--- src/rtl/i2s_rx_pkg.sv ---
// -----------------------------------------------------------------------------
// i2s_rx_pkg
// Shared audio definitions for the I2S receiver and transmitter: the default
// sample width and the FSM state encoding, which also appears on the debug
// state port.
// -----------------------------------------------------------------------------
package i2s_rx_pkg;

    // Default captured bits per channel.
    localparam int I2S_SAMPLE_W = 16;

    // Frame-tracking states. Encoding is fixed so the debug port is stable.
    typedef enum logic [1:0] {
        ST_SYNC  = 2'd0,
        ST_DELAY = 2'd1,
        ST_SHIFT = 2'd2,
        ST_WAIT  = 2'd3
    } i2s_state_e;

endpackage : i2s_rx_pkg

--- src/rtl/i2s_sync_edge.sv ---
// -----------------------------------------------------------------------------
// i2s_sync_edge
// Brings one asynchronous serial line into the clk domain through a chain of
// SYNC_STAGES flops, followed by a history flop for rising-edge detection.
//
// Ports:
//   clk     in   system clock
//   reset   in   synchronous active-high reset; clears all flops
//   d_i     in   asynchronous input line
//   sync_o  out  synchronized level (last stage of the chain)
//   rise_o  out  one-cycle pulse when the synchronized level goes 0 -> 1
// -----------------------------------------------------------------------------
module i2s_sync_edge #(
    parameter int SYNC_STAGES = 2
) (
    input  logic clk,
    input  logic reset,
    input  logic d_i,
    output logic sync_o,
    output logic rise_o
);

    logic [SYNC_STAGES-1:0] sync_q;
    logic                   hist_q;

    always_ff @(posedge clk) begin
        if (reset) begin
            sync_q <= '0;
            hist_q <= 1'b0;
        end else begin
            sync_q[0] <= d_i;
            for (int i = 1; i < SYNC_STAGES; i++) begin
                sync_q[i] <= sync_q[i-1];
            end
            hist_q <= sync_q[SYNC_STAGES-1];
        end
    end

    assign sync_o = sync_q[SYNC_STAGES-1];
    assign rise_o = sync_q[SYNC_STAGES-1] & ~hist_q;

endmodule : i2s_sync_edge

--- src/rtl/i2s_rx.sv ---
// -----------------------------------------------------------------------------
// i2s_rx
// Standard-format I2S receiver. The serial bit clock is oversampled by clk;
// word select and data are sampled only on detected bit-clock rising edges.
// A completed left word is held until its right word arrives, then the pair
// is offered on a valid/ready handshake. Lost pairs and short slots raise
// sticky error flags.
//
// Ports:
//   clk          in   system clock, the only clock
//   reset        in   synchronous active-high reset
//   i_sclk       in   I2S bit clock (asynchronous, <= clk/4)
//   i_lrclk      in   I2S word select (asynchronous), 0 = left, 1 = right
//   i_sdin       in   I2S serial data, MSB first
//   i_ready      in   consumer accepts the held pair
//   i_clr_err    in   clears the sticky error flags
//   o_left       out  left sample, two's complement
//   o_right      out  right sample, two's complement
//   o_valid      out  sample pair held and available
//   o_overrun    out  sticky: a completed pair was dropped
//   o_frame_err  out  sticky: word select changed mid-word
//   o_state      out  current FSM state (debug)
// -----------------------------------------------------------------------------
module i2s_rx
    import i2s_rx_pkg::*;
#(
    parameter int SAMPLE_W    = I2S_SAMPLE_W,
    parameter int SYNC_STAGES = 2
) (
    input  logic                       clk,
    input  logic                       reset,
    input  logic                       i_sclk,
    input  logic                       i_lrclk,
    input  logic                       i_sdin,
    input  logic                       i_ready,
    input  logic                       i_clr_err,
    output logic signed [SAMPLE_W-1:0] o_left,
    output logic signed [SAMPLE_W-1:0] o_right,
    output logic                       o_valid,
    output logic                       o_overrun,
    output logic                       o_frame_err,
    output logic [1:0]                 o_state
);

    // ---- synchronizers --------------------------------------------------
    logic sclk_s_unused;
    logic sclk_rise;
    logic lrclk_s;
    logic lrclk_rise_unused;
    logic sdin_s;
    logic sdin_rise_unused;

    i2s_sync_edge #(.SYNC_STAGES(SYNC_STAGES)) u_sync_sclk (
        .clk    (clk),
        .reset  (reset),
        .d_i    (i_sclk),
        .sync_o (sclk_s_unused),
        .rise_o (sclk_rise)
    );

    // Word select and data share the sclk latency so they stay aligned with
    // the detected edge; only their synchronized level is used.
    i2s_sync_edge #(.SYNC_STAGES(SYNC_STAGES)) u_sync_lrclk (
        .clk    (clk),
        .reset  (reset),
        .d_i    (i_lrclk),
        .sync_o (lrclk_s),
        .rise_o (lrclk_rise_unused)
    );

    i2s_sync_edge #(.SYNC_STAGES(SYNC_STAGES)) u_sync_sdin (
        .clk    (clk),
        .reset  (reset),
        .d_i    (i_sdin),
        .sync_o (sdin_s),
        .rise_o (sdin_rise_unused)
    );

    // ---- state ----------------------------------------------------------
    i2s_state_e                 state_q;
    logic [4:0]                 bit_cnt_q;
    logic                       chan_q;       // channel of the slot being received
    logic                       lr_prev_q;    // word select at the previous sclk rise
    logic signed [SAMPLE_W-1:0] shift_q;
    logic signed [SAMPLE_W-1:0] held_left_q;
    logic                       held_vld_q;
    logic signed [SAMPLE_W-1:0] left_q;
    logic signed [SAMPLE_W-1:0] right_q;
    logic                       valid_q;
    logic                       overrun_q;
    logic                       frame_err_q;

    // ---- per-edge decode ------------------------------------------------
    logic                       lr_chg;
    logic                       last_bit;
    logic signed [SAMPLE_W-1:0] word_d;
    logic                       right_done;
    logic                       load_pair;
    logic                       overrun_set;
    logic                       frame_err_set;
    logic                       overrun_d;
    logic                       frame_err_d;

    assign lr_chg   = (lrclk_s != lr_prev_q);
    assign last_bit = (bit_cnt_q == 5'(SAMPLE_W - 1));
    assign word_d   = {shift_q[SAMPLE_W-2:0], sdin_s};

    // A right word only forms a pair if its left partner is still held.
    assign right_done    = sclk_rise && (state_q == ST_SHIFT) && !lr_chg &&
                           last_bit && chan_q && held_vld_q;
    assign load_pair     = right_done && (!valid_q || i_ready);
    assign overrun_set   = right_done && valid_q && !i_ready;
    assign frame_err_set = sclk_rise && (state_q == ST_SHIFT) && lr_chg;

    // Set events take priority over a simultaneous clear.
    assign overrun_d   = overrun_set   | (overrun_q   & ~i_clr_err);
    assign frame_err_d = frame_err_set | (frame_err_q & ~i_clr_err);

    // ---- FSM and output registers ---------------------------------------
    always_ff @(posedge clk) begin
        if (reset) begin
            state_q     <= ST_SYNC;
            bit_cnt_q   <= '0;
            chan_q      <= 1'b0;
            lr_prev_q   <= 1'b0;
            shift_q     <= '0;
            held_left_q <= '0;
            held_vld_q  <= 1'b0;
            left_q      <= '0;
            right_q     <= '0;
            valid_q     <= 1'b0;
            overrun_q   <= 1'b0;
            frame_err_q <= 1'b0;
        end else begin
            if (sclk_rise) begin
                lr_prev_q <= lrclk_s;
                case (state_q)
                    // Lock on the start of a left slot only.
                    ST_SYNC: begin
                        if (lr_chg && !lrclk_s) begin
                            state_q   <= ST_DELAY;
                            chan_q    <= 1'b0;
                            bit_cnt_q <= '0;
                        end
                    end
                    // The rise that revealed the word-select change was the
                    // I2S delay bit and has been discarded; this rise carries
                    // the MSB, which is counted as the first shifted bit.
                    ST_DELAY: begin
                        state_q   <= ST_SHIFT;
                        shift_q   <= word_d;
                        bit_cnt_q <= 5'd1;
                    end
                    ST_SHIFT: begin
                        if (lr_chg) begin
                            // Short slot: drop the partial word and any
                            // unpaired left word, restart on the new channel.
                            state_q    <= ST_DELAY;
                            chan_q     <= lrclk_s;
                            bit_cnt_q  <= '0;
                            shift_q    <= '0;
                            held_vld_q <= 1'b0;
                        end else begin
                            shift_q   <= word_d;
                            bit_cnt_q <= bit_cnt_q + 5'd1;
                            if (last_bit) begin
                                state_q <= ST_WAIT;
                                if (!chan_q) begin
                                    held_left_q <= word_d;
                                    held_vld_q  <= 1'b1;
                                end else begin
                                    held_vld_q  <= 1'b0;
                                end
                            end
                        end
                    end
                    // Padding bits of the slot are ignored.
                    ST_WAIT: begin
                        if (lr_chg) begin
                            state_q   <= ST_DELAY;
                            chan_q    <= lrclk_s;
                            bit_cnt_q <= '0;
                        end
                    end
                    default: state_q <= ST_SYNC;
                endcase
            end

            if (load_pair) begin
                left_q  <= held_left_q;
                right_q <= word_d;
                valid_q <= 1'b1;
            end else if (valid_q && i_ready) begin
                valid_q <= 1'b0;
            end

            overrun_q   <= overrun_d;
            frame_err_q <= frame_err_d;
        end
    end

    assign o_left      = left_q;
    assign o_right     = right_q;
    assign o_valid     = valid_q;
    assign o_overrun   = overrun_q;
    assign o_frame_err = frame_err_q;
    assign o_state     = state_q;

endmodule : i2s_rx
--- config.mk ---
export PLATFORM = sky130hd
export DESIGN_NAME = i2s_rx
export DESIGN_NICKNAME = d
export VERILOG_FILES = /design/src/rtl/i2s_rx_pkg.sv /design/src/rtl/i2s_sync_edge.sv /design/src/rtl/i2s_rx.sv
export SDC_FILE = /design/constraint.sdc
export NUM_CORES = 1
export LEC_CHECK = 0
export BUFFER_PORTS_ARGS = -buffer_cell sky130_fd_sc_hd__buf_2
export CELL_PAD_IN_SITES_DETAIL_PLACEMENT = 1
export CELL_PAD_IN_SITES_GLOBAL_PLACEMENT = 1
export CORE_MARGIN = 1
export CORE_UTILIZATION = 43
export DETAILED_ROUTE_END_ITERATION = 10
export PLACE_DENSITY_LB_ADDON = 0.05
export SYNTH_ARGS = -nofsm -noshare
export SYNTH_HDL_FRONTEND = slang
export SYNTH_HIERARCHICAL = 1
export SYNTH_SLANG_ARGS = --single-unit
--- constraint.sdc ---
create_clock -name clk -period 1.9 [get_ports clk]
set_input_delay 0.095 -clock clk [delete_from_list [all_inputs] [get_ports clk]]
set_output_delay 0.095 -clock clk [all_outputs]
set_load 0.1 [all_outputs]
==> flow_summary.yaml <==
status:
  status: "finished, violations left"
  violations: "setup timing"
floorplanning:
  die_y_um: 92.0
  num_rows: 32
  dieWidth_um: 92.0
  io_pins: 44
  core_sq_mm: 0.00777
  start_util_pct: 44.8
  dieArea_sq_mm: 0.00846
global_route:
  antenna_found_initial: 0
  use_met2_pct: 39.9
  met3_usage_pct: 4.06
  grt.overflow.total: 0
  grt_pass1_vias: 3085
  met1_usage_pct: 28.5
  grt_use_total_pct: 22.6
  grt_max_degree: 52
  gr-max-usage-layer: "met2"
  grt_pass1_wl_um: 15200
setup_path:
  rr_endpoint: "o_right[4]"
  reg2regPathDepth: 9
  path_buf_inv: 3
  critPathKind: "flop to flop"
  critPathTopFamily: "simple AND/OR/NAND/NOR gates"
  cp_slowest_cell: "dfxtp_2"
  arrival_ns: 2.24
  worstPathCellList: "ha_4, and3_4, ha_4, buf_6, and3_4, nor3b_4, buf_6, buf_4, mux2i_1"
  crit_path_end_kind: "flop"
  slowest_delay_ns: 0.36
  critPathMaxFanout: 5
  regToRegStartpoint: "bit_cnt_q[1]"
  r2r_setup_slack_ns: -0.07
  crit_path_start_kind: "flop"
  critical_path_required_ns: 2.16
cts:
  clock_sinks: 83
  ctsHtreeMaxLevel: 3
  cts_max_path_buffers: 2
  clk_latency_ns: 0.34
  path_clk_slew_ns: 0.08
  cts_tree: "done"
  cts_buffers: 9
  cts_root_buf: "clkbuf_8"
run:
  maxCapViolCount: 0
worst_hold_path:
  min_to: "o_overrun"
  min-delay-start: "i_clr_err"
  holdPathStages: 4
  worstHoldPathType: "input port to flop"
finish:
  fin_nets: 465
  stdcell_count: 556
  area_growth_pct: 23.5
  final_cell_mix: "nand2_1 (84), dfxtp_1 (79), buf_2 (43)"
  diodes: 0
  final_common_cell: "nand2_1"
  drive_gt1_share_pct: 23.8
synth:
  syn-num-nets: 408
  synth_cells: 393
  avgSynthCellArea_sq_um: 8.86
  yosysWarningCount: 6
  syn_area_sq_mm: 0.00348
timing:
  drv_slew: 0
  period_share_pct: 104
  fmax_mhz: 506
  tightestPinTransition_ns: 0.720
  period_needed_ns: 1.97
  layout_setup_ws_ns: -0.0749
  rsz0062_at_grt: "yes"
  relSlewSlack_pct: 51.8
  finalSetupViolations: 14
  hold_viol: 0
  finalClockSkew_ns: 0.00721
route:
  wl_um: 8870
  ant_nets: 0
  drc_errors: 0
  viasPerCell: 5.27
  wire_per_inst_um: 16.0
  dr.pass1.iters: 4
  num_vias: 2929
  drt_iter0_markers: 90
placement:
  dpl.hpwl_um: 5610
  dpl.cell_count: 527
  dp_slack_ns: -0.325
  globalplace.congestion: 0.743
  io_buffer_count: 43
pwr:
  peakVddDrop_mv: 0.434
  power_density_mw_per_mm2: 728
  leakagePower_nw: 1.57
## flip-flops by register name (all words and copies together) (netlist names)
register / cells
u_sync_sclk/sync_q: 2
held_left_q: 16
held_vld_q: 1
u_sync_lrclk/sync_q: 2
lr_prev_q: 1
shift_q: 15
bit_cnt_q: 5
o_right: 16
o_state: 2
o_valid: 1
o_frame_err: 1
u_sync_sclk/hist_q: 1
o_overrun: 1
chan_q: 1
u_sync_sdin/sync_q: 2
o_left: 16
## how the worst max path moves through the flow
stage | to | startpoint | cells after the start | slack [ns]
finish | o_right[4] | bit_cnt_q[1] | 9 | -0.07
global route | o_right[2] | bit_cnt_q[1] | 10 | -0.16
CTS | o_right[10] | bit_cnt_q[0] | 9 | -0.07
detailed placement | held_left_q[7] | bit_cnt_q[0] | 6 | -0.33
global placement | held_left_q[10] | bit_cnt_q[0] | 6 | -0.22
floorplan | o_left[0] | o_valid | 5 | 0.08
## power by group
part / internal (W) / leakage [nW] / total [W] / switching, W
logic: 0.0000266 / 0.793 / 0.0000832 / 0.0000567
registers: 0.00174 / 0.672 / 0.00174 / 0.00000328
clock network: 0.000679 / 0.104 / 0.00131 / 0.000626
total: 0.00245 / 1.57 / 0.00313 / 0.000686
## metal layers
| layer | vias up | wire (um) | part of all wire, % |
|---|---|---|---|
| met5 | - | 0 | 0 |
| met4 | 0 | 58 | 0.65 |
| met3 | 5 | 220 | 2.5 |
| met2 | 43 | 4450 | 50 |
| met1 | 1423 | 4140 | 47 |
| li1 | 1458 | - | - |
## worst register-to-register path: cells and delay by family, from the launching register on
kind / cells / cell delay [ns]
DFF: 1 / 0.36
buffers and inverters: 3 / 0.45
muxes: 1 / 0.23
adders and majority gates: 2 / 0.27
and+or+nand+nor: 3 / 0.59
## per-stage QoR
stage                     hold WS, ns  TNS, ns  instance area [sq um]  utilization, %  total power, W
after detailed placement        0.312    -7.38                   3870            49.8         0.00186
after global placement          0.302    -3.80                   3870            49.8         0.00186
after floorplan                 0.167        0                   3490               -         0.00184
after global routing            0.102    -2.96                   4300            55.4         0.00326
final                          0.0772   -0.672                   4300            55.4         0.00313
after CTS                      0.0677   -0.770                   4270            55.0         0.00316
## final cells by class
class | count | area [sq um]
well taps | 102 | 128
inverters | 11 | 41.3
multi-input cells | 269 | 1660
flip-flops and latches | 83 | 1670
fillers | 919 | 3470
clock inverters | 4 | 48.8
clock buffers | 11 | 153
repair buffers | 76 | 604
## timing repair
| action | 4_1_cts | 5_1_grt |
|---|---|---|
| pin swaps | 0 | 1 |
| endpoints found under the setup margin | 49 | 47 |
| hold endpoints to repair | 3 | 0 |
| gates cloned | 3 | 0 |
| hold buffers | 3 | 0 |
| setup buffers | 4 | 5 |
| resized for setup | 13 | 4 |
(Power assumes the default switching activity.)
